**config.mk**
```make
export PLATFORM = sky130hd
export DESIGN_NAME = eth_mac_csr_bridge
export DESIGN_NICKNAME = d
export VERILOG_FILES = /design/src/rtl/eth_csr_pkg.sv /design/src/rtl/eth_csr_timeout_ctr.sv /design/src/rtl/eth_mac_csr_bridge.sv
export SDC_FILE = /design/constraint.sdc
export NUM_CORES = 1
export LEC_CHECK = 0
export ABC_AREA = 1
export BUFFER_PORTS_ARGS = -buffer_cell sky130_fd_sc_hd__buf_2
export CORE_ASPECT_RATIO = 0.75
export CORE_UTILIZATION = 51
export DETAILED_ROUTE_END_ITERATION = 8
export HOLD_SLACK_MARGIN = 0.15
export PLACE_DENSITY = 0.86
export RECOVER_POWER = 50
export REMOVE_ABC_BUFFERS = 1
export SYNTH_ARGS = -nofsm -noshare
export SYNTH_HDL_FRONTEND = slang
export SYNTH_SLANG_ARGS = --single-unit
export TNS_END_PERCENT = 100
```
**constraint.sdc**
```tcl
create_clock -name prmgmt_ctrl_clk -period 10.7 [get_ports prmgmt_ctrl_clk]
set_input_delay 1.07 -clock prmgmt_ctrl_clk [delete_from_list [all_inputs] [get_ports prmgmt_ctrl_clk]]
set_output_delay 1.07 -clock prmgmt_ctrl_clk [all_outputs]
set_load 0.01 [all_outputs]
```
**src/rtl/eth_csr_pkg.sv**
```systemverilog
// eth_csr_pkg: shared FSM states and response constants for the MAC CSR bridge
package eth_csr_pkg;
  typedef enum logic [1:0] {IDLE, ISSUE, RESP} state_t;
  localparam int TO_CNT_W = 8;
  localparam logic [127:0] TIMEOUT_RDATA = '1;
  localparam logic [127:0] ILLEGAL_RDATA = '0;
endpackage

```
**src/rtl/eth_csr_timeout_ctr.sv**
```systemverilog
// eth_csr_timeout_ctr: clearable cycle counter; expired marks the TIMEOUT_CYC-th counted cycle
module eth_csr_timeout_ctr #(
  parameter int TIMEOUT_CYC = 1023
) (
  input  logic clk,
  input  logic rst,
  input  logic clr,
  input  logic en,
  output logic expired
);
  localparam int W = $clog2(TIMEOUT_CYC + 1);
  logic [W-1:0] cnt;
  assign expired = en && cnt == W'(TIMEOUT_CYC - 1);
  always_ff @(posedge clk or posedge rst)
    if (rst) cnt <= '0;
    else if (clr) cnt <= '0;
    else if (en) cnt <= cnt + 1'b1;
endmodule

```
**src/rtl/eth_mac_csr_bridge.sv**
```systemverilog
// eth_mac_csr_bridge: single-command bridge to NUM_ETH Avalon-MM MAC CSR ports with timeout.
// Optional broadcast writes enabled by defining ETH_CSR_BCAST_WR_EN.
module eth_mac_csr_bridge
  import eth_csr_pkg::*;
#(
  parameter int NUM_ETH = 4,
  parameter int ADDR_W = 16,
  parameter int DATA_W = 32,
  parameter int TIMEOUT_CYC = 1023,
  localparam int PSEL_W = (NUM_ETH > 1) ? $clog2(NUM_ETH) : 1
) (
  input  logic                      prmgmt_ctrl_clk,
  input  logic                      prmgmt_arst,
  input  logic                      cmd_valid,
  output logic                      cmd_ready,
  input  logic                      cmd_write,
  input  logic                      cmd_bcast,
  input  logic [PSEL_W-1:0]         cmd_port,
  input  logic [ADDR_W-1:0]         cmd_addr,
  input  logic [DATA_W-1:0]         cmd_wdata,
  output logic                      rsp_valid,
  output logic [DATA_W-1:0]         rsp_rdata,
  output logic                      rsp_err,
  output logic                      busy,
  output logic [TO_CNT_W-1:0]       timeout_cnt,
  output logic [NUM_ETH-1:0]        mac_read,
  output logic [NUM_ETH-1:0]        mac_write,
  output logic [ADDR_W-1:0]         mac_address,
  output logic [DATA_W-1:0]         mac_writedata,
  input  logic [NUM_ETH*DATA_W-1:0] mac_readdata,
  input  logic [NUM_ETH-1:0]        mac_waitrequest
);
  state_t state;
  logic [PSEL_W-1:0] port;
  logic wr, bc, illegal, done, expired;
  logic [NUM_ETH-1:0] oh;
  logic [DATA_W-1:0] sel_rdata;
`ifdef ETH_CSR_BCAST_WR_EN
  assign bc = cmd_bcast & cmd_write;
`else
  assign bc = 1'b0 & cmd_bcast;
`endif
  assign illegal = int'(cmd_port) >= NUM_ETH;
  assign oh = NUM_ETH'(1) << cmd_port;
  // Each strobe falls as its port accepts; the access is done once none would remain.
  assign done = ~|((mac_read | mac_write) & mac_waitrequest);
  assign sel_rdata = mac_readdata[int'(port)*DATA_W +: DATA_W];
  eth_csr_timeout_ctr #(.TIMEOUT_CYC(TIMEOUT_CYC)) u_to (
    .clk(prmgmt_ctrl_clk),
    .rst(prmgmt_arst),
    .clr(state == IDLE),
    .en(state == ISSUE),
    .expired(expired)
  );
  always_ff @(posedge prmgmt_ctrl_clk or posedge prmgmt_arst)
    if (prmgmt_arst) begin
      state <= IDLE;
      cmd_ready <= 1'b1;
      rsp_valid <= 1'b0;
      rsp_rdata <= '0;
      rsp_err <= 1'b0;
      busy <= 1'b0;
      timeout_cnt <= '0;
      mac_read <= '0;
      mac_write <= '0;
      mac_address <= '0;
      mac_writedata <= '0;
      port <= '0;
      wr <= 1'b0;
    end else begin
      rsp_valid <= 1'b0;
      if (state == IDLE) begin
        if (cmd_valid) begin
          cmd_ready <= 1'b0;
          wr <= cmd_write;
          port <= cmd_port;
          mac_address <= cmd_addr;
          mac_writedata <= cmd_wdata;
          if (illegal && !bc) begin
            state <= RESP;
            rsp_valid <= 1'b1;
            rsp_err <= 1'b1;
            rsp_rdata <= ILLEGAL_RDATA[DATA_W-1:0];
          end else begin
            state <= ISSUE;
            busy <= 1'b1;
            mac_read <= cmd_write ? '0 : oh;
            mac_write <= cmd_write ? (bc ? '1 : oh) : '0;
          end
        end
      end else if (state == ISSUE) begin
        mac_read <= mac_read & mac_waitrequest;
        mac_write <= mac_write & mac_waitrequest;
        if (done || expired) begin
          state <= RESP;
          busy <= 1'b0;
          rsp_valid <= 1'b1;
          rsp_err <= !done;
          rsp_rdata <= !done ? TIMEOUT_RDATA[DATA_W-1:0] : wr ? '0 : sel_rdata;
          mac_read <= '0;
          mac_write <= '0;
          if (!done) timeout_cnt <= timeout_cnt + TO_CNT_W'(timeout_cnt != '1);
        end
      end else begin
        state <= IDLE;
        cmd_ready <= 1'b1;
      end
    end
endmodule
```
* After elaboration in Yosys (flattened, before gate mapping)
Index checks and enable logic that the tools add are counted.
W data, S select, Z words.
** Word-level totals
- Flip-flop bits (word level) :: 115
- Input port bits :: 187
** Cells by class
- Add/sub/neg operators :: 2
- Equal/unequal tests :: 6
- Shifts and indexed selects :: 2
- Muxes and demuxes :: 28
- Bitwise operators :: 5
- Reduce and logical (&&, ||, !) cells :: 14
** Operators with widths (count)
- $shiftx A128 B8 Y32 :: 1
- $mux W32 :: 2
- $mux W4 :: 10
- $mux W10 :: 2
- $and A4 B4 Y4 :: 3
- $add A10 B1 Y10 const B :: 1
- $eq A10 B10 Y1 const B :: 1
- $mux W1 :: 10
- $add A8 B1 Y8 :: 1
- $mux W2 :: 4
- $ne A8 B8 Y1 const B :: 1
- $reduce_and A2 Y1 :: 4
- $reduce_and A3 Y1 :: 2
- $or A4 B4 Y4 :: 1
- $reduce_and A4 Y1 :: 1
- $reduce_bool A2 Y1 :: 2
- $reduce_or A4 Y1 :: 1
- $shl A1 B2 Y4 const A :: 1
- $ne A3 B2 Y1 const B :: 1
- $eq A2 B1 Y1 const B :: 1
- $logic_not A2 Y1 :: 1
- $ne A2 B1 Y1 const B :: 1
- $ne A2 B2 Y1 const B :: 1
- $logic_and A1 B1 Y1 :: 1
- 3 further kinds :: 3

* Depth between registers and ports, before layout
- Depth after elaboration :: 8
- Depth in mapped cells :: 12
- Gate-level depth less buffers :: 12

* Hierarchy
A second synthesis with hierarchy kept.
** Second synthesis, totals
- Cells, all modules :: 910
- Area total of the unflattened synthesis :: 6379.9 um^2
** Modules (own cells, without submodules)
- eth_mac_csr_bridge :: instances 1, cells each 831, area each 5779.3 um^2
- eth_csr_timeout_ctr :: instances 1, cells each 79, area each 600.6 um^2

* Worst setup path before layout
No wires, ideal clock.
- Kind :: in2reg
- Start point :: input mac_waitrequest[1]
- End point :: register rsp_rdata[0]
- Library setup time :: 116 ps
- Data arrival time :: 1914 ps
- Data required time :: 10584 ps
- Path slack :: 8670 ps
- Stages :: 9
- Path through :: nand2_1 -> nand2_1 -> nor2_1 -> nand2_1 -> nand2_4 -> nand2_8 -> buf_4 -> nand2_1 -> nand2_1
** Between the ends
- Word-level cells in the longest chain between the ends :: 5
- Elaborated cells on any way between the ends :: 6
- Those cells by class :: 1 x mux; 1 x bitwise; 4 x reduce/logical
** RTL lines
- from (decl) :: line eth_mac_csr_bridge.sv:31 : input logic [NUM_ETH-1:0] mac_waitrequest
- $and A4 B4 Y4 * :: line eth_mac_csr_bridge.sv:46 : assign done = ~|((mac_read | mac_write) & mac_waitrequest);
- $reduce_or A4 Y1 * :: line eth_mac_csr_bridge.sv:46
- $logic_not A1 Y1 :: line eth_mac_csr_bridge.sv:46
- $logic_or A1 B1 Y1 :: line eth_mac_csr_bridge.sv:94 : if (done || expired) begin
- $reduce_and A3 Y1 (no source line)
- to (signal assigned) :: line eth_mac_csr_bridge.sv:83 : rsp_rdata <= ILLEGAL_RDATA[DATA_W-1:0];
- to (signal assigned) :: line eth_mac_csr_bridge.sv:99 : rsp_rdata <= !done ? TIMEOUT_RDATA[DATA_W-1:0] : wr ? '0 : sel_rdata;
- to (decl) :: line eth_mac_csr_bridge.sv:22 : output logic [DATA_W-1:0] rsp_rdata,
Mark *: on every way between the ends. The rest lies on a longest branch, timed or not.
A chain may end at the register's enable or synchronous reset.

* Final worst setup path
- Start point :: input cmd_valid
- End point :: register mac_read[1]
** Between the ends
- Word-level cells in the longest chain between the ends :: 2
** RTL lines
- from (decl) :: line eth_mac_csr_bridge.sv:14 : input logic cmd_valid,
- $ne A2 B2 Y1 (no source line)
- $reduce_and A2 Y1 (no source line)
- to (signal assigned) :: line eth_mac_csr_bridge.sv:87 : mac_read <= cmd_write ? '0 : oh;
- to (signal assigned) :: line eth_mac_csr_bridge.sv:92 : mac_read <= mac_read & mac_waitrequest;
- to (decl) :: line eth_mac_csr_bridge.sv:26 : output logic [NUM_ETH-1:0] mac_read,
No other way between the ends.

==> run metrics <==
outcome=finished with violations; failing checks=max-capacitance violations, max-slew violations; WP data required=10.99 ns; Post-DP HPWL=between 10000 and 15000 µm; layout cells sized above 1=24.9%; Cell Chain, Critical Path=buf_2, nand2_1, clkinvlp_2, nor2_1, inv_2, or2_0, inv_1, a21oi_1; Power per Cell Area=a little under 300 nW/µm²; register area share after synthesis=46.7%; Fillers=a little over 1k; Max Slew Vio Count=~230; Mapped Avg Cell Area=7.06 µm²; most frequent cells in the layout=nand2_1, buf_2, dfrtp_1, nand3_1, clkbuf_1; cts repair resizes=0; Hold Path Class=flip-flop to flip-flop; Total Wirelength=around 18000 µm; FMAX=approximately 250 MHz; Warnings, synthesis=0; Ports=approximately 290; GPL Wtd Cong=just under 0.9; Critical path buffers and inverters=4; Cell variety after synth=33; post-route ant nets=0; Final min period=4.03 ns; number of synthesized flops with an enable pin=0; initial antenna violation count=5; Slew Limit Headroom=-74.9%; core footprint=roughly 12000 µm²; clock sinks=~120; vias in the first global route=between 6k and 7k; mapped cell area=6170 µm²; Die W=roughly 130 µm; Hold Buf Count CTS=0; RR Endpoint=mac_read[1]; drt first-iter violations=438; Fin Setup TNS=0 ns; WS Path Type=primary input to flip-flop; skew final=between 0.009 and 0.01 ns; die height=between 90 and 100 µm; DR vias/cell=a little over 5; FP Rows=34; port bufs=285; TritonRoute pass-1 iters=5; VDD IR max=0.186 mV; Yosys top cell by area=dfrtp_1; most common cell after layout, fill and taps aside=nand2_1; Final Cycle Share=between 30% and 40%; Reg clk slew, reported paths=~0.050 ns; Starting Density=a little over half; Critical path destination=mac_read[1]; Synth area leaders=dfrtp_1, nand2_1, nand3_1; Post-Layout Cell Count=around 1.3k; Nets=~1.3k; Area Overhead vs Synth=31.9%; die area=approximately 13000 µm²; Crit path max-delay family=buffers and inverters; Vias=just under 7k; clock root cell=clkbuf_16; # DRC=0; CTS max path bufs=2; TritonCTS clock tree=done; clk_lat worst skew=roughly 0.4 ns; Worst-Margin Slew=2.62 ns; Critical Path AT=between 4 and 5 ns; async set or reset register ratio after synthesis=100%; gr ovfl total=0; Seq cells post-synth=around 120; Gate Count Post-Synth=874; CP peak stage delay=~1.4 ns; WL/cell=13.8 µm; setup bufs post-CTS=0; leak pwr=approximately 4.5 nW; largest net degree at the start of global routing=between 60 and 70; Crit Path Max Fanout=52; Worst setup EP type=flip-flop; R2R cell count=8; Max Cap Violations=4; Critical-path top delay cell=clkinvlp_2; H-tree level count=4; setup violators final=0; Worst path depth=8; dominant synthesized flop cell=dfrtp_1; Final Hold Viols=0; GRT Overall Usage=a little under a third; worst reg-to-reg setup slack=roughly 6.7 ns; number of instances in the placed design=~1.3k; CTS Buf Count=17; reg2reg start=state[1]; top cell type's share of synthesized area=between 40% and 50%; Setup crit start kind=primary input; RSZ-0062 raised after global routing=false; crit path from=cmd_valid; first-pass GRT wire length=29600 µm
## registers in the layout (all words and copies together), names as in the netlist
register and cells:
cmd_ready 1, rsp_rdata 32, state 2, u_to.cnt 10
mac_writedata 32, busy 1, port 2, mac_write 4
rsp_err 1, wr 1, rsp_valid 1, mac_address 16
mac_read 4, timeout_cnt 8
## worst min-delay path: stages (launching register included)
cell	delay, ns
dfrtp_1	0.34
nand2_1	0.05
nand2_1	0.05
## kinds of logic (layout without fill, tap and decap cells)
family / after synthesis / count (layout) / synth area share [%]
XOR/XNOR: 5 / 5 / 0.710
flip-flops: 115 / 115 / 46.7
buffers and inverters: 86 / 362 / 6.29
other: 0 / 4 / 0
adder cells (fa/ha/maj): 4 / 4 / 0.811
AO/OA/AOI/OAI: 26 / 26 / 2.15
AND/OR/NAND/NOR: 638 / 638 / 43.4
## final cells by class
cell class	instances	area, µm²	area share, %
Multi-Input combinational cell	673	2880	35.3
Timing Repair Buffer	289	1390	17.1
Sequential cell	115	2880	35.4
Clock inverter	15	193	2.37
Inverter	41	161	1.98
Antenna cell	4	10.0	0.123
Tap cell	162	203	2.49
Clock buffer	17	425	5.23
## worst min-delay path by stage
stage | cells past startpoint | startpoint | to | slack (ns)
2_1_floorplan | 1 | u_to.cnt[4] | u_to.cnt[4] | 0.46
3_3_place_gp | 2 | busy | busy | 0.45
3_5_place_dp | 2 | mac_address[10] | mac_address[10] | 0.46
4_1_cts | 2 | rsp_rdata[22] | rsp_rdata[22] | 0.48
5_1_grt | 2 | rsp_rdata[12] | rsp_rdata[12] | 0.50
6_report | 2 | rsp_rdata[22] | rsp_rdata[22] | 0.48
## power by group
group          leakage (nW)  switching (mW)  internal (mW)
logic                  2.79           0.720          0.364
registers              1.43           0.108          0.624
clock network         0.302           0.219          0.374
## metrics by stage
step                      worst slack (ns)  util (%)  area (µm²)  hold WS (ns)  power (mW)
after floorplan                       6.59         -        5940         0.455        1.42
after global placement                7.96      65.0        7600         0.453        1.80
after detailed placement              7.89      65.0        7600         0.460        1.83
after CTS                             8.30      70.3        8220         0.476        2.43
after global routing                  6.33      69.5        8140         0.496        2.58
final                                 6.67      69.5        8140         0.476        2.41
## cells in the mapped netlist, types with 4 or more instances
cell type	n
clkbuf_1	20
nor3_1	5
nor2_1	29
ha_1	4
inv_1	33
nand4_1	13
nand3_1	105
nand2_1	464
inv_2	6
or2_0	5
dfrtp_1	114
a21oi_1	14
o21ai_0	10
buf_2	19
## layer usage
layer | global-route usage [%] | up-vias | routed length (µm)
li1 | - | 3275 | -
met1 | 38.4 | 3081 | 7570
met2 | 46.6 | 320 | 8300
met3 | 8.31 | 54 | 1590
met4 | 16.6 | 2 | 700
met5 | 0 | - | 12
(Power assumes the default switching activity.)
